--- src/rtl/saa_envelope_gen.sv ---
// saa_envelope_gen
// Envelope generator for the SAA sound path, with a parametrised level width.
// A level counter steps on a selected tick and walks through one or two
// shape phases (attack/decay). Single shapes park in DONE at the end of a
// cycle. Repeat shapes restart. A config written while the envelope runs is
// held in a shadow register and loaded at the next end of cycle.
//
// Ports:
//   clk_sys     system clock
//   rst_n       asynchronous active-low reset
//   ce          clock enable for int_tick
//   cfg_wr      control register write strobe
//   cfg_data    [7]=enable [5]=clk_src(1=ext) [4]=res(coarse) [3:1]=shape [0]=invert right
//   int_tick    internal step strobe, qualified by ce
//   ext_tick    external step strobe, not qualified by ce
//   env_l       left envelope level (registered)
//   env_r       right envelope level (registered, optionally inverted)
//   pending     shadow config waiting for the end of the current cycle
//   cycle_done  one-cycle pulse after each completed envelope cycle
//   active      enabled and not parked in DONE (registered)
module saa_envelope_gen #(
  parameter int LEVEL_W = 4
) (
  input  logic               clk_sys,
  input  logic               rst_n,
  input  logic               ce,
  input  logic               cfg_wr,
  input  logic [7:0]         cfg_data,
  input  logic               int_tick,
  input  logic               ext_tick,
  output logic [LEVEL_W-1:0] env_l,
  output logic [LEVEL_W-1:0] env_r,
  output logic               pending,
  output logic               cycle_done,
  output logic               active
);

  localparam logic [LEVEL_W-1:0] MAX = '1;

  logic [7:0]         cfg_q, cfg_d;
  logic [7:0]         shadow_q, shadow_d;
  logic [LEVEL_W-1:0] cnt_q, cnt_d;
  logic               phase_q, phase_d;
  logic               done_q, done_d;
  logic               pend_d;

  logic               en, src, res, inv;
  logic [2:0]         shape;
  logic [LEVEL_W-1:0] mask, step, m_lvl, lvl, lvl_r;
  logic               tick, eop, last_phase, eoc, wr_now;
  logic               unused_bits;

  assign en    = cfg_q[7];
  assign src   = cfg_q[5];
  assign res   = cfg_q[4];
  assign shape = cfg_q[3:1];
  assign inv   = cfg_q[0];
  assign unused_bits = cfg_q[6];

  // Coarse resolution masks the counter LSB and steps by two.
  assign mask  = {{(LEVEL_W-1){1'b0}}, res};
  assign step  = res ? LEVEL_W'(2) : LEVEL_W'(1);
  assign m_lvl = MAX & ~mask;

  function automatic logic [LEVEL_W-1:0] shape_level(
    input logic [2:0]         shp,
    input logic               ph,
    input logic [LEVEL_W-1:0] cnt,
    input logic [LEVEL_W-1:0] msk
  );
    logic [LEVEL_W-1:0] a_lvl, d_lvl;
    a_lvl = cnt & ~msk;
    d_lvl = (MAX - cnt) & ~msk;
    case (shp)
      3'd0:       shape_level = '0;
      3'd1:       shape_level = MAX & ~msk;
      3'd2, 3'd3: shape_level = d_lvl;
      3'd4, 3'd5: shape_level = ph ? d_lvl : a_lvl;
      default:    shape_level = a_lvl;
    endcase
  endfunction

  assign tick       = (src ? ext_tick : (int_tick & ce)) & en & ~done_q;
  assign eop        = ((cnt_q | mask) == MAX);
  // Only shapes 4/5 have a second (decay) phase.
  assign last_phase = (shape[2:1] != 2'b10) | phase_q;
  assign eoc        = tick & eop & last_phase;
  // Writes that cannot disturb a running envelope take effect at once.
  assign wr_now     = cfg_wr & (~en | ~cfg_data[7] | done_q);

  always_comb begin
    cfg_d    = cfg_q;
    shadow_d = shadow_q;
    cnt_d    = cnt_q;
    phase_d  = phase_q;
    done_d   = done_q;
    pend_d   = pending;
    if (tick) begin
      cnt_d = cnt_q + step;
      if (eop && !last_phase) begin
        phase_d = 1'b1;
        cnt_d   = '0;
      end else if (eoc) begin
        if (pending) begin
          cfg_d   = shadow_q;
          cnt_d   = '0;
          phase_d = 1'b0;
          done_d  = 1'b0;
          pend_d  = 1'b0;
        end else if (shape[0]) begin
          cnt_d   = '0;
          phase_d = 1'b0;
        end else begin
          done_d  = 1'b1;
          cnt_d   = MAX;
        end
      end
    end
    // A write landing on the end-of-cycle tick bypasses the shadow.
    if (cfg_wr) begin
      if (wr_now || eoc) begin
        cfg_d   = cfg_data;
        cnt_d   = '0;
        phase_d = 1'b0;
        done_d  = 1'b0;
        pend_d  = 1'b0;
      end else begin
        shadow_d = cfg_data;
        pend_d   = 1'b1;
      end
    end
  end

  assign lvl   = (en && !done_q) ? shape_level(shape, phase_q, cnt_q, mask) : '0;
  assign lvl_r = !en ? '0 : (inv ? (m_lvl - lvl) : lvl);

  always_ff @(posedge clk_sys or negedge rst_n) begin
    if (!rst_n) begin
      cfg_q      <= '0;
      shadow_q   <= '0;
      cnt_q      <= '0;
      phase_q    <= 1'b0;
      done_q     <= 1'b0;
      pending    <= 1'b0;
      cycle_done <= 1'b0;
      env_l      <= '0;
      env_r      <= '0;
      active     <= 1'b0;
    end else begin
      cfg_q      <= cfg_d;
      shadow_q   <= shadow_d;
      cnt_q      <= cnt_d;
      phase_q    <= phase_d;
      done_q     <= done_d;
      pending    <= pend_d;
      // Output stage: levels and active lag the envelope state by one cycle.
      cycle_done <= eoc;
      env_l      <= lvl;
      env_r      <= lvl_r;
      active     <= en & ~done_q;
    end
  end

endmodule

--- config.mk ---
export PLATFORM = sky130hd
export DESIGN_NAME = saa_envelope_gen
export DESIGN_NICKNAME = d
export VERILOG_FILES = /design/src/rtl/saa_envelope_gen.sv
export SDC_FILE = /design/constraint.sdc
export NUM_CORES = 1
export LEC_CHECK = 0
export CAP_MARGIN = 20
export CORE_MARGIN = 5
export CORE_UTILIZATION = 47
export CTS_CLUSTER_DIAMETER = 60
export CTS_CLUSTER_SIZE = 20
export DETAILED_ROUTE_END_ITERATION = 7
export PLACE_DENSITY = 0.76
export SETUP_SLACK_MARGIN = 0.1
export SLEW_MARGIN = 0
export SYNTH_ARGS = -nofsm -noshare
export SYNTH_HDL_FRONTEND = slang
export SYNTH_SLANG_ARGS = --single-unit
--- constraint.sdc ---
create_clock -name clk_sys -period 2 [get_ports clk_sys]
set_input_delay 0.2 -clock clk_sys [delete_from_list [all_inputs] [get_ports clk_sys]]
set_output_delay 0.2 -clock clk_sys [all_outputs]
set_load 0.1 [all_outputs]
* Word level (Yosys, flattened, before mapping) *
Cells that the tools add are included.

word-level totals
  bits of input ports = 14
  output and inout port bits = 11
  memories kept = 0
  bits in latches = 0
  RAM bits = 0
  bits in registers = 33
  ROM bits = 0

operators by class
  shift-type cells = 0
  divide/modulo/power cells = 0
  reductions and logical operators = 12
  multiply operators = 0
  add/sub/neg operators = 3
  multiplexer cells = 39
  magnitude comparators = 0
  equality and inequality tests = 8
  bitwise gates (word level) = 18

operator list
  operator                                                          number
  8-bit 2-to-1 mux                                                  6
  4-bit 2-to-1 mux                                                  11
  1-bit 2-to-1 mux                                                  20
  4-bit case mux with 4 select lines                                1
  4-bit bitwise AND                                                 2
  1-bit bitwise AND                                                 7
  3-bit by 2-bit == test with 1-bit output (second input constant)  2
  3-bit == test (second input constant)                             2
  4-bit by 2-bit adder with 4-bit output                            1
  4-bit == test (second input constant)                             1
  2-bit inequality test (second input constant)                     2
  1-bit NOT                                                         4
  1-bit NOT with 4-bit output                                       1
  4-bit by 1-bit OR with 4-bit output                               1
  2-bit nonzero test                                                2
  2-bit OR reduction                                                2
  4-bit subtractor                                                  1
  4-bit subtractor (first input constant)                           1
  3-bit by 1-bit == test with 1-bit output (second input constant)  1
  3-bit logical NOT                                                 1
  1-bit OR                                                          3
  3-bit AND reduction                                               1
  1-bit logical AND                                                 2
  1-bit logical NOT                                                 2
  3 further kinds                                                   3

* Longest topological paths before layout *
Gate-level depths: netlist (run 1).

  word-level depth = 11
  depth in mapped cells = 9
  depth with buffers taken out = 9

* Worst setup path before layout (run 1) *
No wires, ideal clock.

  kind = reg2reg
  start point = register cfg_q[3]
  end point = register env_r[3]
  stages on the path, launching flop included = 8
  data arrival time = 2.029 ns
  path buffers = 1
  setup time = 0.125 ns
  slack = -0.153 ns
  cell sequence = dfrtp_1 -> clkbuf_1 -> mux2_2 -> a221oi_1 -> nor2_1 -> ha_1 -> a31oi_1 -> mux2_2

on the way
  word-level cells in the longest chain between the ends = 7
  elaborated cells between the ends (all ways) = 13

ends and longest elaborated chain
  element                                                                    RTL line  RTL
  from (decl)                                                                40        logic [7:0] cfg_q, cfg_d;
  from (signal assigned)                                                     150       cfg_q <= cfg_d;
  3-bit == test or 3-bit by 2-bit == test with 1-bit output (tied branches)  74        case (shp)
  2-bit OR reduction                                                         74
  4-bit case mux with 4 select lines *                                       74
  4-bit 2-to-1 mux *                                                         134       assign lvl = (en && !done_q) ? shape_level(shape, phase_q, cnt_q, mask) : '0;
  named net lvl[0]                                                           49        logic [LEVEL_W-1:0] mask, step, m_lvl, lvl, lvl_r;
  4-bit subtractor *                                                         135       assign lvl_r = !en ? '0 : (inv ? (m_lvl - lvl) : lvl);
  4-bit 2-to-1 mux * (2 in a row)                                            135
  named net lvl_r[3]                                                         49
  to (signal assigned)                                                       159       env_r <= lvl_r;
  to (decl)                                                                  32        output logic [LEVEL_W-1:0] env_r,

The timed path passes the listed nets; every way through them passes the cells marked *.
A chain may end at the register's enable or synchronous reset.

* Final worst setup path (run 1) *
  start point = register phase_q
  end point = register env_r[3]

on the way
  word-level cells in the longest chain between the ends = 6

ends and longest elaborated chain
  element                             RTL line  RTL
  from (decl)                         43        logic phase_q, phase_d;
  from (signal assigned)              153       phase_q <= phase_d;
  4-bit 2-to-1 mux                    78        3'd4, 3'd5: shape_level = ph ? d_lvl : a_lvl;
  4-bit case mux with 4 select lines  74
  4-bit 2-to-1 mux                    134
  named net lvl[0]                    49
  4-bit subtractor                    135
  4-bit 2-to-1 mux (2 in a row)       135
  named net lvl_r[3]                  49

The timed path passes the listed nets, and every way through them passes these cells.

==> qor.yml, run 1 <==
grt:
  grt_max_degree: 32
  grt_pass1_vias: 1328
  grt-ovfl-total: 0
  grt_usage_pct: 17.1
  antenna_found_initial: 0
  grt_pass1_wl_mm: 5.82
timing:
  rsz0062_at_grt: "yes"
  fin_worst_skew_ns: 0.0112
  clock.fmax_ghz: 0.514
  hold_viol: 0
  worstMarginPinSlew_ns: 0.378
  setup_viol: 0
  finalCriticalPeriod_ns: 1.95
  finalSetupTns_ns: 0
  fin_crit_sh_pct: 97.4
  slew_violations: 0
  max_slew_margin_pct: 74.8
  holdWs_ns: 0.230
floorplan:
  num_rows: 21
  core_area_mm2: 0.00331
  top_level_ports: 25
  die-width_um: 68.1
  initial_core_util_pct: 47.9
  die_y_um: 68.1
  die_area_mm2: 0.00463
clock_tree:
  clk_root_buffer_cell: "clkbuf_4"
  clk-insertion-delay-late_ns: 0.34
  cts_buffers: 5
  ctsHtreeMaxLevel: 2
  cts_tree: "done"
  clk_pin_slew_ns: 0.10
  cts.path.max_buffers: 2
  cts_hold_buf: 0
  clock-sinks: 31
routing:
  dr.pass1.iters: 4
  dr.first_iter.drc_count: 50
  remaining_drc_errors: 0
  vias: 1285
  wire_per_inst_um: 14.4
  routed_wl_mm: 3.52
  viasPerCell: 5.27
  detail-route-antenna-nets: 0
placed_design:
  dpl_cell_area_mm2: 0.00195
  dp_cells: 229
  portBuffers: 23
  dp_hpwl_mm: 2.59
  routabilityCongestion: 0.848
worst_setup_path:
  cp_slowest_cell: "dfrtp_1"
  path_buf_inv: 0
  slowest_delay_ns: 0.40
  endpoint_kind: "register"
  worstPathMaxFanout: 4
  path_cells: "nor2b_4 > mux2_4 > a221oi_4 > nor2_2 > ha_2 > a31oi_1 > mux2_2"
  crit_family: "multiplexers"
  crit_type: "reg -> reg"
  critPathRequiredTime_ns: 2.23
  cp.arrival_ns: 2.17
  crit_path_start_kind: "register"
outcome:
  status: "finished, final reports clean"
layout:
  diodes: 0
  fin_cells: 244
  drive_gt1_share_pct: 35.9
  stdcell_area_mm2: 0.00216
  area_growth_pct: 36.1
  fin_nets: 216
  fillers: 279
synthesis:
  synth_ff_type: "dfrtp_1"
  synth.area.top_cells: "dfrtp_1 49%, mux2_2 6.4%, mux2i_1 4.4%"
  yosysWarnings: 0
  synth_fp_nets: 170
  syn_inst: 151
  ys_seq_area_share_pct: 48.9
  synth-edff-count: 0
  synthArstFlopShare_pct: 100
  ys_seq_elements: 31
  synth_top_cell_by_area: "dfrtp_1"
  synth_area_mm2: 0.00159
  avgSynthCellArea_um2: 10.5
  ys_types: 37
  synth_top_area_share_pct: 48.9
power_and_ir_drop:
  power_w: 0.00224
  p_leak_nw: 0.933
  peakVddDrop_mv: 0.541
  power.density_mw_per_mm2: 1040
worst_hold_path:
  hold_path_class: "in -> async"
run:
  maxCapViolCount: 0
==> worst reg2reg max path, stage by stage, from the launching register on <==
cell and delay (ns):
dfrtp_1 0.40, nor2b_4 0.14, mux2_4 0.27, a221oi_4 0.28, nor2_2 0.07, ha_2 0.19
a31oi_1 0.14, mux2_2 0.35
==> area by class of cell <==
type,count,area [um^2],share of cell area [%]
inverter,9,33.8,1.57
clock buffer,6,51.3,2.38
clock inverter,2,35.0,1.62
timing repair buffer,44,372,17.2
multi-input combinational,106,830,38.5
tap,46,57.6,2.67
sequential,31,778,36.1
==> where the power goes <==
group          switching [W]  internal [W]  leakage [nW]
registers          0.0000719      0.000737         0.385
logic               0.000602      0.000308         0.500
clock network       0.000223      0.000295        0.0482
==> sequential cells by signal, indices dropped and copies added (netlist names) <==
register,count
shadow_q,7
cfg_q,7
env_r,4
cnt_q,4
pending,1
done_q,1
env_l,4
active,1
cycle_done,1
phase_q,1
==> cells in the mapped netlist, drive strengths merged (3+ instances only) <==
library cell and number:
dfrtp 31, o21ai 13, a21oi 11, nand2 11, nor2 11, inv 9, mux2 9, mux2i 7
nor2b 7, ha 4, a211oi 3, clkbuf 3, nor3b 3, o31ai 3, xnor2 3
==> cells by family after synthesis <==
logic type | after synthesis | synth area share (%)
compound gates | 38 | 14.4
xor+xnor | 3 | 1.66
fa+ha+maj | 5 | 4.42
buf+inv | 14 | 3.95
flops | 31 | 48.9
mux | 16 | 10.8
simple gates | 44 | 15.8
==> per-layer routing <==
layer	vias to the layer above	GRT usage [%]	wire, um
met3	10	5.75	235
met4	0	4.96	69
met5	-	0	0
met2	49	30.9	1800
li1	626	-	-
met1	600	19.0	1410
==> layout by cell type (no fill, tap or decap), types with 2 or more instances in the layout <==
master,instances
dfrtp_1,29
buf_4,29
clkdlybuf4s50_1,12
nand2_1,11
a21oi_1,11
nor2_1,9
mux2_2,8
mux2i_1,7
o21ai_0,7
inv_1,6
o21ai_1,6
nor2b_1,6
clkbuf_4,5
inv_2,3
xnor2_1,3
o31ai_1,3
buf_6,3
a21o_1,2
a211oi_2,2
nand3_1,2
a31oi_1,2
or3_1,2
ha_2,2
dfrtp_2,2
==> path summary, 6_finish.rpt <==
check | start | endpoint | slack [ns] | cells after the start
max | phase_q | env_r[3] | 0.05 | 7
min | rst_n | cnt_q[1] | 0.23 | 2
max reg2reg | phase_q | env_r[3] | 0.05 | 7
min reg2reg | shadow_q[7] | shadow_q[7] | 0.49 | 1
max in group asynchronous | rst_n | cfg_q[2] | 1.48 | 2
min in group clk_sys | cfg_data[1] | cfg_q[1] | 0.42 | 3
==> metrics by stage <==
stage / worst slack, ns / utilization (%)
finish: 0.0527 / 65.2
global route: -0.0317 / 65.2
CTS: 0.0519 / 63.9
detailed placement: -0.0659 / 58.8
global placement: 0.00348 / 58.8
floorplan: -0.00696 / -
==> what timing repair did <==
item	in CTS	in global routing
buffers inserted	8	0
gates resized for setup	6	13
pin swaps	3	4
setup endpoints to repair	20	24
cloned	0	0
(Power assumes the default switching activity.)
==> inputs of run 2 (changes only) <==
- CORE_UTILIZATION: 47 -> 50
- PLACE_DENSITY: 0.76 -> 0.77
- REMOVE_ABC_BUFFERS: unset -> 1
- clock period: 2 -> 2.1 ns (I/O delays scaled with it)
==> run 2 against run 1 <==
Clock-buffer cell count grew 2. Register-to-register slack better by 0.06 ns. Highest routed layer unchanged. Routed wire length is 1.8% lower. Fmax is 2.0% lower. Clock skew is 0.0016 ns higher. Utilization grew 2.5 points. Final cell count shrank 2.0%. Sequential cell count stayed put. Non-clock buffer count down 3. Critical path type unchanged.
==> qor.yml, run 2 (synthesis gave the netlist of run 1 again) <==
worst_setup_path:
  worstPathMaxFanout: 4  # unchanged
  reg2reg_slack_ns: 0.11  # +0.06 ns
  crit_type: "reg -> reg"
  crit_path_start_kind: "register"
  cp.arrival_ns: 2.20  # +0.03 ns
  endpoint_kind: "register"
  critPathRequiredTime_ns: 2.32  # +0.09 ns
routing:
  dr.first_iter.drc_count: 46  # -8.0%
  wire_per_inst_um: 14.4  # +0.20%
  detail-route-antenna-nets: 0  # unchanged
  viasPerCell: 5.30  # +0.58%
  routed_wl_mm: 3.45  # -1.8%
  vias: 1266  # -1.5%
  remaining_drc_errors: 0  # unchanged
  dr.pass1.iters: 4  # unchanged
run:
  maxCapViolCount: 0  # unchanged
power_and_ir_drop:
  netSwitchingPower_w: 0.000826  # -7.9%
  internal-power_w: 0.00117  # -13%
  power.density_mw_per_mm2: 965  # -6.9%
  power_w: 0.00199  # -11%
  combPwrFrac_pct: 41.6  # +0.9 points
  pwr-share-seq_pct: 38.6  # +2.4 points
  p_leak_nw: 0.897  # -3.9%
  peakVddDrop_mv: 0.519  # -4.0%
  p_sw_share_pct: 41.4  # +1.3 points
  power.clock.fraction_pct: 19.8  # -3.4 points
layout:
  area_growth_pct: 30.4
  fin_nets: 213  # -1.4%
  drive_gt1_share_pct: 31.8  # -4.1 points
  diodes: 0  # unchanged
  mostFrequentLayoutCell: "dfrtp_1"
  layout_common_cells: "30 x dfrtp_1, 29 x buf_4, 12 x clkdlybuf4s50_1, 11 x nand2_1, 10 x a21oi_1"
  fin_cells: 239  # -2.0%
  reg_top3: "cfg_q: 7 flops, shadow_q: 7 flops"
  stdcell_area_mm2: 0.00207  # -4.2%
  fillers: 244  # -13%
floorplan:
  top_level_ports: 25  # unchanged
  num_rows: 20  # -4.8%
  core_area_mm2: 0.00305  # -7.8%
  die_y_um: 66.3  # -2.6%
  die_area_mm2: 0.00440  # -5.1%
  die-width_um: 66.3  # -2.6%
  initial_core_util_pct: 51.9  # +4.0 points
grt:
  grt_pass1_vias: 1328  # unchanged
  grt_usage_pct: 18.4  # +1.2 points
  antenna_found_initial: 0  # unchanged
  grt_max_degree: 32  # unchanged
  grt-ovfl-total: 0  # unchanged
  grt_pass1_wl_mm: 5.95  # +2.3%
timing:
  max_slew_margin_pct: 73.7  # -1.1 points
  worst_slack_ns: 0.112  # +0.0597 ns
  fin_worst_skew_ns: 0.0127  # +0.00156 ns
  clock.fmax_ghz: 0.503  # -2.0%
  setup_viol: 0  # unchanged
  fin_crit_sh_pct: 94.7  # -2.7 points
  slew_violations: 0  # unchanged
  finalCriticalPeriod_ns: 1.99  # +0.0403 ns
  hold_viol: 0  # unchanged
  worstMarginPinSlew_ns: 0.390  # +0.0122 ns
  rsz0062_at_grt: "yes"
outcome:
  status: "finished, final reports clean"
clock_tree:
  clk-insertion-delay-late_ns: 0.33  # about the same
  clk_pin_slew_ns: 0.09  # about the same
  ctsHtreeMaxLevel: 2  # unchanged
  cts.path.max_buffers: 2  # unchanged
  clock-sinks: 31  # unchanged
  cts_buffers: 5  # unchanged
  cts_tree: "done"
  cts_hold_buf: 0  # unchanged
  clk_root_buffer_cell: "clkbuf_4"
placed_design:
  dp_hpwl_mm: 2.56  # -1.2%
  portBuffers: 23  # unchanged
  place_ws_ns: -0.0496  # +0.0163 ns
  dpl_cell_area_mm2: 0.00192  # -1.5%
  dp_cells: 227  # -0.87%
  routabilityCongestion: 0.758  # -11%
worst_hold_path:
  hold_path_class: "in -> async"
-- run 2: path summary, 6_finish.rpt --
check	startpoint	endpoint	cells past startpoint
max reg2reg	phase_q	env_r[3]	7
max in group asynchronous	rst_n	cfg_q[2]	2
min	rst_n	cnt_q[1]	2
min reg2reg	shadow_q[7]	shadow_q[7]	1
max	phase_q	env_r[3]	7
min in group clk_sys	cfg_data[5]	cfg_q[5]	3
-- run 2: area by class of cell --
cell class | instances | area [um^2] | share of cell area, %
flip-flops and latches | 31 | 777 | 37.6
repair buffers | 41 | 338 | 16.3
multi-input cells | 106 | 795 | 38.4
clock buffers | 8 | 68.8 | 3.33
inverters | 9 | 33.8 | 1.63
well taps | 44 | 55.1 | 2.66
-- run 2: critical path, cell delays in order (launching register included) --
cell and delay, ns:
dfrtp_1 0.40, nor2b_4 0.14, mux2_4 0.27, a221oi_4 0.27
nor2_2 0.07, ha_2 0.20, a31oi_1 0.16, mux2_2 0.36
-- run 2: repair_timing --
item | CTS | global route
buffers inserted | 2 | 2
pin swaps | 4 | 4
resized for setup | 8 | 6
endpoints found under the setup margin | 3 | 21
-- run 2: metrics by stage --
stage | utilization [%] | hold slack (ns) | TNS (ns)
final | 67.7 | 0.247 | 0
after global routing | 67.7 | 0.264 | 0
after CTS | 66.4 | 0.253 | 0
after detailed placement | 62.9 | 0.481 | -0.0849
after global placement | 62.9 | 0.458 | 0
after floorplan | - | -0.0856 | -0.115
-- run 2: power by group through the flow --
stage	registers (W)	clock network, W	logic (W)
finish	0.000770	0.000395	0.000830
global route	0.000786	0.000441	0.000891
CTS	0.000769	0.000404	0.000809
detailed placement	0.000780	0	0.000788
global placement	0.000774	0	0.000767
floorplan	0.00108	0	0.000255
-- run 2: per-layer routing --
layer  GRT usage (%)  wire [um]  share of wire [%]
met3            4.93        211                6.1
met5               0          0                  0
met1            20.2       1410                 41
met2            31.8       1760                 51
met4            9.90         72                2.1
